**config.mk**
```make
export PLATFORM = sky130hd
export DESIGN_NAME = fetch_stage
export DESIGN_NICKNAME = d
export VERILOG_FILES = /design/src/rtl/fetch_stage.sv
export SDC_FILE = /design/constraint.sdc
export NUM_CORES = 1
export LEC_CHECK = 0
export CORE_UTILIZATION = 40
export CTS_BUF_LIST = sky130_fd_sc_hd__clkbuf_16
export CTS_CLUSTER_SIZE = 8
export DETAILED_ROUTE_END_ITERATION = 10
export PLACE_DENSITY = 0.69
export SLEW_MARGIN = 5
export SYNTH_ARGS = -nofsm -noshare
export SYNTH_HDL_FRONTEND = slang
export SYNTH_SLANG_ARGS = --single-unit
```
**constraint.sdc**
```tcl
create_clock -name CLK -period 8.1 [get_ports CLK]
set_input_delay 0.81 -clock CLK [delete_from_list [all_inputs] [get_ports CLK]]
set_output_delay 0.81 -clock CLK [all_outputs]
set_load 0.03 [all_outputs]
```
**src/rtl/fetch_stage.sv**
```systemverilog
// Instruction-fetch stage: owns the PC, issues reads to a synchronous instruction RAM,
// and presents instruction/PC pairs to IF/ID, with a skid buffer so stalls never drop a RAM response.
module fetch_stage #(
  parameter int          N        = 32,
  parameter logic [N-1:0] RESET_PC = '0
) (
  input  logic         CLK,
  input  logic         RST,
  input  logic         stall_i,
  input  logic         branch_taken_i,
  input  logic [N-1:0] branch_target_i,
  output logic [N-1:0] imem_addr_o,
  output logic         imem_rd_o,
  input  logic [N-1:0] imem_data_i,
  output logic [N-1:0] instruction_o,
  output logic [N-1:0] pc_o,
  output logic [N-1:0] pc_plus4_o,
  output logic         valid_o
);

  typedef enum logic [1:0] {
    ST_RESET,
    ST_RUN,
    ST_STALL
  } state_t;

  state_t state_q, state_d;

  logic [N-1:0] pc_q;
  logic [N-1:0] req_pc_q;
  logic         req_valid_q;
  logic [N-1:0] skid_instr;
  logic [N-1:0] skid_pc;
  logic         skid_valid;

  logic do_flush;
  logic do_stall;
  logic do_run;
  logic capture_skid;
  logic use_skid;

  // All PC arithmetic wraps modulo 2^N.
  function automatic logic [N-1:0] pc_inc(input logic [N-1:0] pc);
    return pc + N'(4);
  endfunction

  assign imem_addr_o = pc_q;
  assign imem_rd_o   = !RST && !stall_i && !branch_taken_i;
  assign pc_plus4_o  = pc_inc(pc_o);

  always_comb begin
    state_d  = state_q;
    do_flush = 1'b0;
    do_stall = 1'b0;
    do_run   = 1'b0;
    if (branch_taken_i) begin
      do_flush = 1'b1;
    end else if (stall_i) begin
      do_stall = 1'b1;
    end else begin
      do_run = 1'b1;
    end
    case (state_q)
      ST_RESET: state_d = ST_RUN;
      default:  state_d = do_stall ? ST_STALL : ST_RUN;
    endcase
  end

  // The skid only ever fills on a stall edge, so it is drained on the first run edge out of STALL.
  assign capture_skid = do_stall && req_valid_q && !skid_valid;
  assign use_skid     = skid_valid && (state_q == ST_STALL);

  // ---- control and output registers ----
  always_ff @(posedge CLK) begin
    if (RST) begin
      state_q       <= ST_RESET;
      pc_q          <= RESET_PC;
      req_valid_q   <= 1'b0;
      skid_valid    <= 1'b0;
      instruction_o <= '0;
      pc_o          <= '0;
      valid_o       <= 1'b0;
    end else begin
      state_q <= state_d;
      if (do_flush) begin
        pc_q          <= branch_target_i;
        req_valid_q   <= 1'b0;
        skid_valid    <= 1'b0;
        valid_o       <= 1'b0;
        instruction_o <= '0;
      end else if (do_stall) begin
        req_valid_q <= 1'b0;
        if (capture_skid) begin
          skid_valid <= 1'b1;
        end
      end else if (do_run) begin
        if (use_skid) begin
          instruction_o <= skid_instr;
          pc_o          <= skid_pc;
          valid_o       <= 1'b1;
          skid_valid    <= 1'b0;
        end else begin
          instruction_o <= imem_data_i;
          pc_o          <= req_pc_q;
          valid_o       <= req_valid_q;
        end
        req_valid_q <= 1'b1;
        pc_q        <= pc_inc(pc_q);
      end
    end
  end

  // ---- request tag and skid payload (qualified by their valid bits) ----
  always_ff @(posedge CLK) begin
    if (do_run) begin
      req_pc_q <= pc_q;
    end
    if (capture_skid) begin
      skid_instr <= imem_data_i;
      skid_pc    <= req_pc_q;
    end
  end

endmodule

```
==> results of run 1 <==
==> sequential cells by signal (all words and copies together) (netlist names) <==
register,cells
skid_valid,1
valid_o,1
req_valid_q,1
instruction_o,32
skid_pc,32
state_q,2
skid_instr,32
imem_addr_o,32
pc_o,32
req_pc_q,32
==> per-stage QoR <==
stage	power [mW]	hold WS, ns	worst slack (ns)	std cells	utilization
CTS	2.18	0.460	4.13	1175	0.541
floorplan	1.30	0.426	2.67	716	-
global route	2.24	0.471	3.95	1175	0.541
finish	2.16	0.458	4.18	1175	0.541
detailed placement	1.45	0.446	4.22	1143	0.517
global placement	1.44	0.432	4.24	1143	0.517
==> logic make-up (layout without fill, tap and decap cells) <==
logic type                 Yosys count  after routing
adders and majority gates            2              2
and+or+nand+nor                    225            225
AOI/OAI and AO/OA                  122            122
DFF                                197            197
muxes                               67             67
xor gates and xnor gates            39             39
buffers and inverters               64            253
==> per-layer routing <==
layer | vias up | share of wire | GRT usage | wire length, um
met2 | 165 | 0.46 | 0.290 | 9320
met3 | 15 | 0.043 | 0.0404 | 867
met1 | 2893 | 0.49 | 0.271 | 9820
met4 | 0 | 0.0081 | 0.0516 | 164
li1 | 3048 | - | - | -
met5 | - | 0 | 0 | 0
==> cell type report <==
type	count	area, um2	share of cell area
Multi-Input combinational cell	455	3190	0.289
Inverter	15	56.3	0.00511
Timing Repair Buffer	206	2030	0.185
Clock inverter	15	76.3	0.00692
Clock buffer	17	425	0.0386
Sequential cell	197	4900	0.445
Tap cell	270	338	0.0306
==> worst reg2reg max path, cell delays in order, from the launching register on <==
cell and delay [ns]:
dfxtp_1 0.52, nand4_1 0.48, or4_4 0.75, or4_1 0.49, a311oi_1 0.34
==> worst paths after layout <==
| kind | endpoint | slack (ns) | startpoint | cells after the start |
|---|---|---|---|---|
| min | skid_pc[9] | 0.46 | req_pc_q[9] | 0 |
| max | imem_rd_o | 4.18 | stall_i | 3 |
| max reg2reg | imem_addr_o[22] | 5.40 | imem_addr_o[4] | 4 |
| min reg2reg | skid_pc[9] | 0.46 | req_pc_q[9] | 0 |
==> placed cells by master (no fill, tap or decap), types with 8 or more instances in the layout <==
master,count
a211oi_1,43
and4_1,8
buf_4,9
clkbuf_16,17
clkdlybuf4s50_1,196
dfxtp_1,101
edfxtp_1,96
inv_1,17
mux2i_1,67
nand2_1,53
nand3_1,17
nand4_1,15
nor2_1,67
nor3_1,13
nor4_1,8
o211a_1,32
or4_1,8
xnor2_1,22
xor2_1,17
==> Yosys cell counts (3+ instances only) <==
cell,instances
dfxtp_1,101
edfxtp_1,96
nor2_1,69
mux2i_1,67
nand2_1,53
a211oi_1,43
o211a_1,32
clkbuf_1,26
xnor2_1,22
nand3_1,17
xor2_1,17
nand4_1,15
inv_1,14
nor3_1,13
buf_1,11
and4_1,8
nor4_1,8
or4_1,8
a21oi_1,7
a311oi_1,7
o21ai_0,7
o211ai_1,5
or3_1,5
a2111oi_0,4
and3_1,4
nor3b_1,4
o31ai_1,4
and2_1,3
buf_6,3
clkbuf_8,3
nand2b_1,3
nand3b_1,3
o21a_1,3
==> power groups by stage <==
stage               combinational (mW)  sequential, mW  clock [mW]
finish                           0.289            1.13       0.733
global route                     0.308            1.14       0.793
CTS                              0.291            1.13       0.752
detailed placement               0.290            1.16           0
global placement                 0.288            1.15           0
floorplan                        0.108            1.19           0
==> out/metrics.cfg, run 1 <==
[outcome]
status=complete, no violations

[finish]
fillers=1769
area_growth_pct=31.5
drive_above_1_share=0.0519
num_antenna_cells=0
fin_nets=962
fin_area_mm2=0.0110

[synthesis]
synth_top_area_frac=0.344
syn_inst=716
synthFlopType=dfxtp_1
synthAdderAreaFrac=0.00298
synth_top_family_by_area=simple AND/OR/NAND/NOR gates
yosysSeqAreaShare=0.585
postSynth.asyncResetShare=0
syn_avg_cell_area_um2=11.7
synth_compound_area_frac=0.117
yosysUniqueCellTypes=55
synth_fp_nets=786
synthSimpleGateAreaFrac=0.137
muxShareOfSynthArea=0.0800
synth_seq_cells=197
synth_edf_count=96
synth_top_area_cell=edfxtp_1
ys_warn_count=0
synth_area_leaders=edfxtp_1 (34%), dfxtp_1 (24%), mux2i_1 (8.0%)
synth_xor_area_frac=0.0407
synth.cell_area_mm2=0.00839

[worst_setup_path]
critPathCaptureType=output port
critPathSlowestCell=clkdlybuf4s50_1
startpoint_type=input pin
cp.arrival_ns=3.11
crit_chain=clkdlybuf4s50_1 -> nor3_1 -> clkdlybuf4s50_1
cp_common_cell=clkdlybuf4s50_1
cp_top_family=buffers and inverters
crit_fanout=16
crit_type=in2out
slowest_delay_ns=0.82
critPathBufInv=2
required_ns=7.29

[timing]
period_needed_ns=3.92
finalHoldViolCount=0
finalClockSkew_ns=0.0151
clock.fmax_ghz=0.255
post-route-period-util=0.484
relSlewSlack=0.316
setup_violations=0
grt_setup_unrepaired=no
tns_ns=0
slew_viol_final=0
worst_pin_slew_ns=1.03

[floorplan]
fp-row-count=52
chipHeight_um=147
fp.coreArea_mm2=0.0204
ios=198
die_w_um=147
initial_core_util=0.412
die_area_mm2=0.0215

[pwr]
pwr-share-clk=0.340
p_sw_frac=0.258
powerDensity_mw_per_mm2=195
cellInternalPower_mw=1.60
peakVddDrop_uv=146
seq_power_share=0.526
p_sw_mw=0.557
combPwrFrac=0.134
power_leakage_nw=4.42

[grt]
grt_max_degree=93
grt_antenna_before_repair=0
grt_overflow=0
grt_usage=0.189
grt_pass1_wl_um=31700
grt_pass1_vias=5623

[drt]
drc=0
avgRoutedWirePerCell_um=17.2
drt-total-wl_um=20200
drt_pass1_iterations=5
drtIter0Drc=524
vias_per_cell=5.21
vias=6121
drtAntennaViolNets=0

[placement]
place_hpwl_um=13700
placed_area_mm2=0.0105
portBuffers=197
gp_congestion=0.763

[clock_tree]
path_clk_slew_ns=0.06
cts_buffers=17
cts_sinks=197
cts_tree=yes
cts_root_buf=clkbuf_16
cts_buffer_depth=2
cts_hold_buf=0
clk_latency_ns=0.43
cts_setup_buffers=0
ctsResizeCount=0
cts_max_level=4

[hold_path]
hp-class=reg2reg

[flow_run]
maxCapViolCount=0

No activity file was read; power rests on OpenSTA's default activity.
==> run 2: changes to the inputs <==
- PLACE_DENSITY: 0.69 -> 0.66
- clock period: 8.1 -> 3.91 ns (I/O delays scaled with it)
==> out/metrics.cfg, run 2 (synthesis results as in run 1) <==
[placement]
gp_congestion=0.801  ; was 0.763
pre_cts_slack_ns=0.967  ; was 4.22 ns
portBuffers=197  ; unchanged
place_hpwl_um=14200  ; was 13700 um

[drt]
routed.top_layer=met4  ; unchanged
avgRoutedWirePerCell_um=17.3  ; was 17.2 um
drc=0  ; unchanged
met3_length_um=929  ; was 867 um
drt-total-wl_um=20500  ; was 20200 um
wl_met2_um=9070  ; was 9320 um
vias_per_cell=5.16  ; was 5.21
drtAntennaViolNets=0  ; unchanged
drtIter0Drc=400  ; was 524
drt_pass1_iterations=4  ; was 5
wl_met1_um=10200  ; was 9820 um
vias=6096  ; was 6121

[timing]
post-route-period-util=0.861
slew_viol_final=0  ; unchanged
hold_ws_ns=0.451  ; was 0.458 ns
finalHoldViolCount=0  ; unchanged
finalClockSkew_ns=0.00926  ; was 0.0151 ns
clock.fmax_ghz=0.297
worst_pin_slew_ns=1.12  ; was 1.03 ns
tns_ns=0  ; unchanged
relSlewSlack=0.252  ; was 0.316
setup_violations=0  ; unchanged
period_needed_ns=3.37
grt_setup_unrepaired=no  ; unchanged
fin_ws_ns=0.542  ; was 4.18 ns

[grt]
grt_overflow=0  ; unchanged
grt_usage=0.194  ; was 0.189
grt_pass1_wl_um=32500  ; was 31700 um
grt_antenna_before_repair=0  ; unchanged
grt_pass1_vias=5798  ; was 5623
grt_max_degree=73  ; was 93

[clock_tree]
cts_hold_buf=0  ; unchanged
cts_tree=yes  ; unchanged
path_clk_slew_ns=0.07  ; was 0.06 ns
cts_setup_buffers=0  ; unchanged
cts_max_level=4  ; unchanged
clk_latency_ns=0.43  ; about the same
ctsResizeCount=0  ; unchanged
cts_sinks=197  ; unchanged
cts_buffers=17  ; unchanged
cts_root_buf=clkbuf_16  ; unchanged
cts_buffer_depth=2  ; unchanged

[hold_path]
hp-class=reg2reg  ; unchanged

[finish]
num_antenna_cells=0  ; unchanged
final_util=0.548  ; was 0.541
final_cell_mix=clkdlybuf4s50_1 (196), dfxtp_1 (101), edfxtp_1 (96)  ; unchanged
fin_nets=969  ; was 962
area_growth_pct=33.2  ; was 31.5%
drive_above_1_share=0.0669  ; was 0.0519
fillers=1767  ; was 1769
final_common_cell=clkdlybuf4s50_1  ; unchanged

[worst_setup_path]
slowest_delay_ns=0.76  ; was 0.82 ns
crit_type=reg2out  ; was in2out
cp_common_cell=nand4_1  ; was clkdlybuf4s50_1
critPathBufInv=1  ; was 2
startpoint_type=flip-flop  ; was input pin
cp_top_family=simple AND/OR/NAND/NOR gates  ; was buffers and inverters
cp.arrival_ns=2.98  ; was 3.11 ns
crit_chain=nand4_1 -> nor4_1 -> nand4_1 -> xnor2_1 -> clkdlybuf4s50_1  ; was clkdlybuf4s50_1 -> nor3_1 -> clkdlybuf4s50_1
reg2reg_slack_ns=1.38  ; was 5.40 ns
required_ns=3.52  ; was 7.29 ns
critPathCaptureType=output port  ; unchanged
critPathSlowestCell=nor4_1  ; was clkdlybuf4s50_1
crit_fanout=7  ; was 16

[pwr]
powerDensity_mw_per_mm2=414  ; was 195 mW/mm2
power_leakage_nw=4.48  ; was 4.42 nW
power_mw=4.62  ; was 2.16 mW
peakVddDrop_uv=303  ; was 146 uV

[floorplan]
chipHeight_um=147  ; unchanged
ios=198  ; unchanged
initial_core_util=0.412  ; unchanged
fp.coreArea_mm2=0.0204  ; unchanged
die_area_mm2=0.0215  ; unchanged
die_w_um=147  ; unchanged
fp-row-count=52  ; unchanged

[flow_run]
maxCapViolCount=0  ; unchanged

[outcome]
status=complete, no violations  ; unchanged

run 2: power by group:
part | switching (mW) | internal, mW | leakage, nW | total [mW]
Combinational | 0.335 | 0.271 | 2.49 | 0.606
Sequential | 0.0941 | 2.25 | 1.72 | 2.34
Clock | 0.828 | 0.844 | 0.269 | 1.67
run 2: worst paths after layout:
check,from,to,depth (start not counted)
setup / recovery,pc_o[5],pc_plus4_o[19],5
hold / removal,req_pc_q[0],skid_pc[0],0
setup reg to reg,imem_addr_o[2],imem_addr_o[22],5
hold reg to reg,req_pc_q[0],skid_pc[0],0
run 2: area by class of cell:
cell class,count,area (um2),area share
Sequential cell,197,4900,0.439
Inverter,15,56.3,0.00504
Multi-Input combinational cell,455,3190,0.286
Clock buffer,17,425,0.0381
Timing Repair Buffer,213,2110,0.189
Tap cell,270,338,0.0303
Clock inverter,15,138,0.0123
run 2: per-stage QoR:
stage | area (um2) | std cells
floorplan | 8400 | 716
global placement | 10600 | 1150
global route | 11200 | 1182
detailed placement | 10600 | 1150
CTS | 11200 | 1182
finish | 11200 | 1182
run 2: per-layer routing:
metal,up-vias,GRT usage
met5,-,0
met4,0,0.0594
met3,20,0.0370
met2,162,0.289
met1,2865,0.283
li1,3049,-
==> patch, RTL diff (config.mk and constraints of run 1) <==
Reset style: asynchronous (`RST`), changed in one clocked block.
--- a/src/rtl/fetch_stage.sv
+++ b/src/rtl/fetch_stage.sv
@@ -73,3 +73,3 @@
   // ---- control and output registers ----
-  always_ff @(posedge CLK) begin
+  always_ff @(posedge CLK or posedge RST) begin
     if (RST) begin
Check against the original RTL: differs if RST is asserted again (counterexample within 4 cycles, from zero or initial values and one cycle with RST high); with RST held inactive, the same outputs for 4 cycles.
==> patch against run 1 <==
  * Die area up 2.8%
  * Sequential cell count did not move
  * Wire length is 6.5% lower
  * Area after synthesis rose by 2.8%
  * Design area grew 3.8%
  * Total power rose by 18%
  * Synthesized cell count down 3.2%
  * Clock power up 23%
  * Sequential share of layout area up 2.8 points
  * Worst setup slack better by 0.21 ns
  * Fmax up 5.7%
  * Cell count shrank 0.94%
  * Largest power group unchanged
==> patch: results (changes against run 1) <==
| Metric | Value |
|---|---|
| Status | `finished clean` |
| Post-CTS Hold Buffers | `0 (unchanged)` |
| Port bufs | `197 (unchanged)` |
| Root buf cell | `clkbuf_16` |
| Worst skew pair latency | `0.42 ns` |
| Clk buf depth | `2 (unchanged)` |
| H-tree depth | `4 (unchanged)` |
| Largest net degree at the start of global routing | `90 (-3.2%)` |
| Post-synthesis adder-cell area fraction | `0.290% (-0.0083 points)` |
| Compound-Gate Fraction of Synth Area | `5.11% (-6.6 points)` |
| # diodes | `0 (unchanged)` |
| Max VDD drop | `0.141 mV (-3.1%)` |
| Main flop type after synthesis | `dfrtp_1` |
| Initial drt markers | `234 (-55%)` |
| Detailed Routing Iterations Pass 1 | `4 (-1)` |
| Gr usage total | `17.9% (-1.1 points)` |
| Postcts setup bufs | `0 (unchanged)` |
| Synth Net Count | `763 (-2.9%)` |
| Hold WC Path Type | `reg2reg` |
| Post-CTS resize count | `0 (unchanged)` |
| Actual slew at the worst max-slew pin | `0.972 ns (-0.0537 ns)` |
| Clock skew | `0.00968 ns (-0.00539 ns)` |
| Gpl congestion | `0.802 (+5.2%)` |
| Top post-synthesis cells by count | `dfrtp_1, edfxtp_1, nand2_1` |
| Placed instance area | `10800 sq um (+2.7%)` |
| Initial antenna violation count | `0 (unchanged)` |
| Area contributors post-synth | `edfxtp_1, dfrtp_1, mux2i_1` |
| YS warnings | `0 (unchanged)` |
| Vias/cell | `5.03 (-3.4%)` |
| First-pass GRT wire length | `30.6 mm (-3.6%)` |
| Worst EP arrival | `2.90 ns (-0.21 ns)` |
| Dpl ws | `4.37 ns (+0.154 ns)` |
| Antenna viol nets, final | `0 (unchanged)` |
| Mux cell area share after synthesis | `12.0% (+4.0 points)` |
| Synth Area in XOR/XNOR | `4.06% (-0.011 points)` |
| WL per Instance | `16.2 um (-5.6%)` |
| Pleak | `0.00462 uW (+4.5%)` |
| Async SR Flop Fraction | `51.3% (+51 points)` |
| Register area share after synthesis | `62.7% (+4.2 points)` |
| Number of global-route vias before repair | `5702 (+1.4%)` |
| Dpl hpwl | `12.8 mm (-6.7%)` |
| Clock slew at reported path FFs | `0.07 ns` |
| CTS buffer count | `17 (unchanged)` |
| Unique masters post-synth | `44 (-20%)` |
| Nets@finish | `946 (-1.7%)` |
| Crit path max fanout | `67 (+51)` |
| Number of enable flip-flop cells after synthesis | `96 (unchanged)` |
| Share of cells above drive strength 1 | `9.00% (+3.8 points)` |
-- patch: worst paths after layout --
kind                            slack, ns  cells past startpoint               to      startpoint
worst min-delay path                 0.45                      0      skid_pc[25]    req_pc_q[25]
worst min register to register       0.45                      0      skid_pc[25]    req_pc_q[25]
max in group asynchronous            6.03                      3  imem_addr_o[24]             RST
min in group asynchronous            0.77                      2          pc_o[2]             RST
worst max-delay path                 4.39                      6        imem_rd_o         stall_i
worst max register to register       5.91                      5  imem_addr_o[16]  imem_addr_o[2]
-- patch: cell type report --
class	count	area, sq um
Multi-Input combinational cell	440	2980
Sequential cell	197	5410
Clock buffer	17	425
Fill cell	1833	9640
Timing Repair Buffer	205	2020
Tap cell	275	344
Inverter	15	58.8
Clock inverter	15	214
-- patch: kinds of logic (layout without fill, tap and decap cells) --
kind of cell    Yosys count  in the layout
simple gates            225            225
flops                   197            197
mux                      99             99
compound gates           74             74
buf+inv                  56            252
xor+xnor                 40             40
fa+ha+maj                 2              2
-- patch: stage by stage --
| stage | hold WS, ns | std cells |
|---|---|---|
| floorplan | 0.426 | 693 |
| global placement | 0.441 | 1132 |
| detailed placement | 0.445 | 1132 |
| CTS | 0.459 | 1164 |
| global route | 0.468 | 1164 |
| finish | 0.455 | 1164 |
-- patch: where the power goes --
part	leakage, uW	internal (uW)	total [uW]	switching [uW]
combinational	0.00216	196	443	248
sequential	0.00215	1120	1190	70.8
clock	0.000317	527	905	378
-- patch: critical path, cell delays in order --
cell             delay [ns]
buf_2                  0.07
buf_4                  0.56
or2_2                  0.22
buf_4                  0.47
nor2_1                 0.08
clkdlybuf4s50_1        0.61
-- patch: per-layer routing --
metal	GRT usage, %	share of wire (%)
met1	23.7	46
met2	28.8	47
met4	6.58	1.9
met5	0	0
met3	4.01	5.1
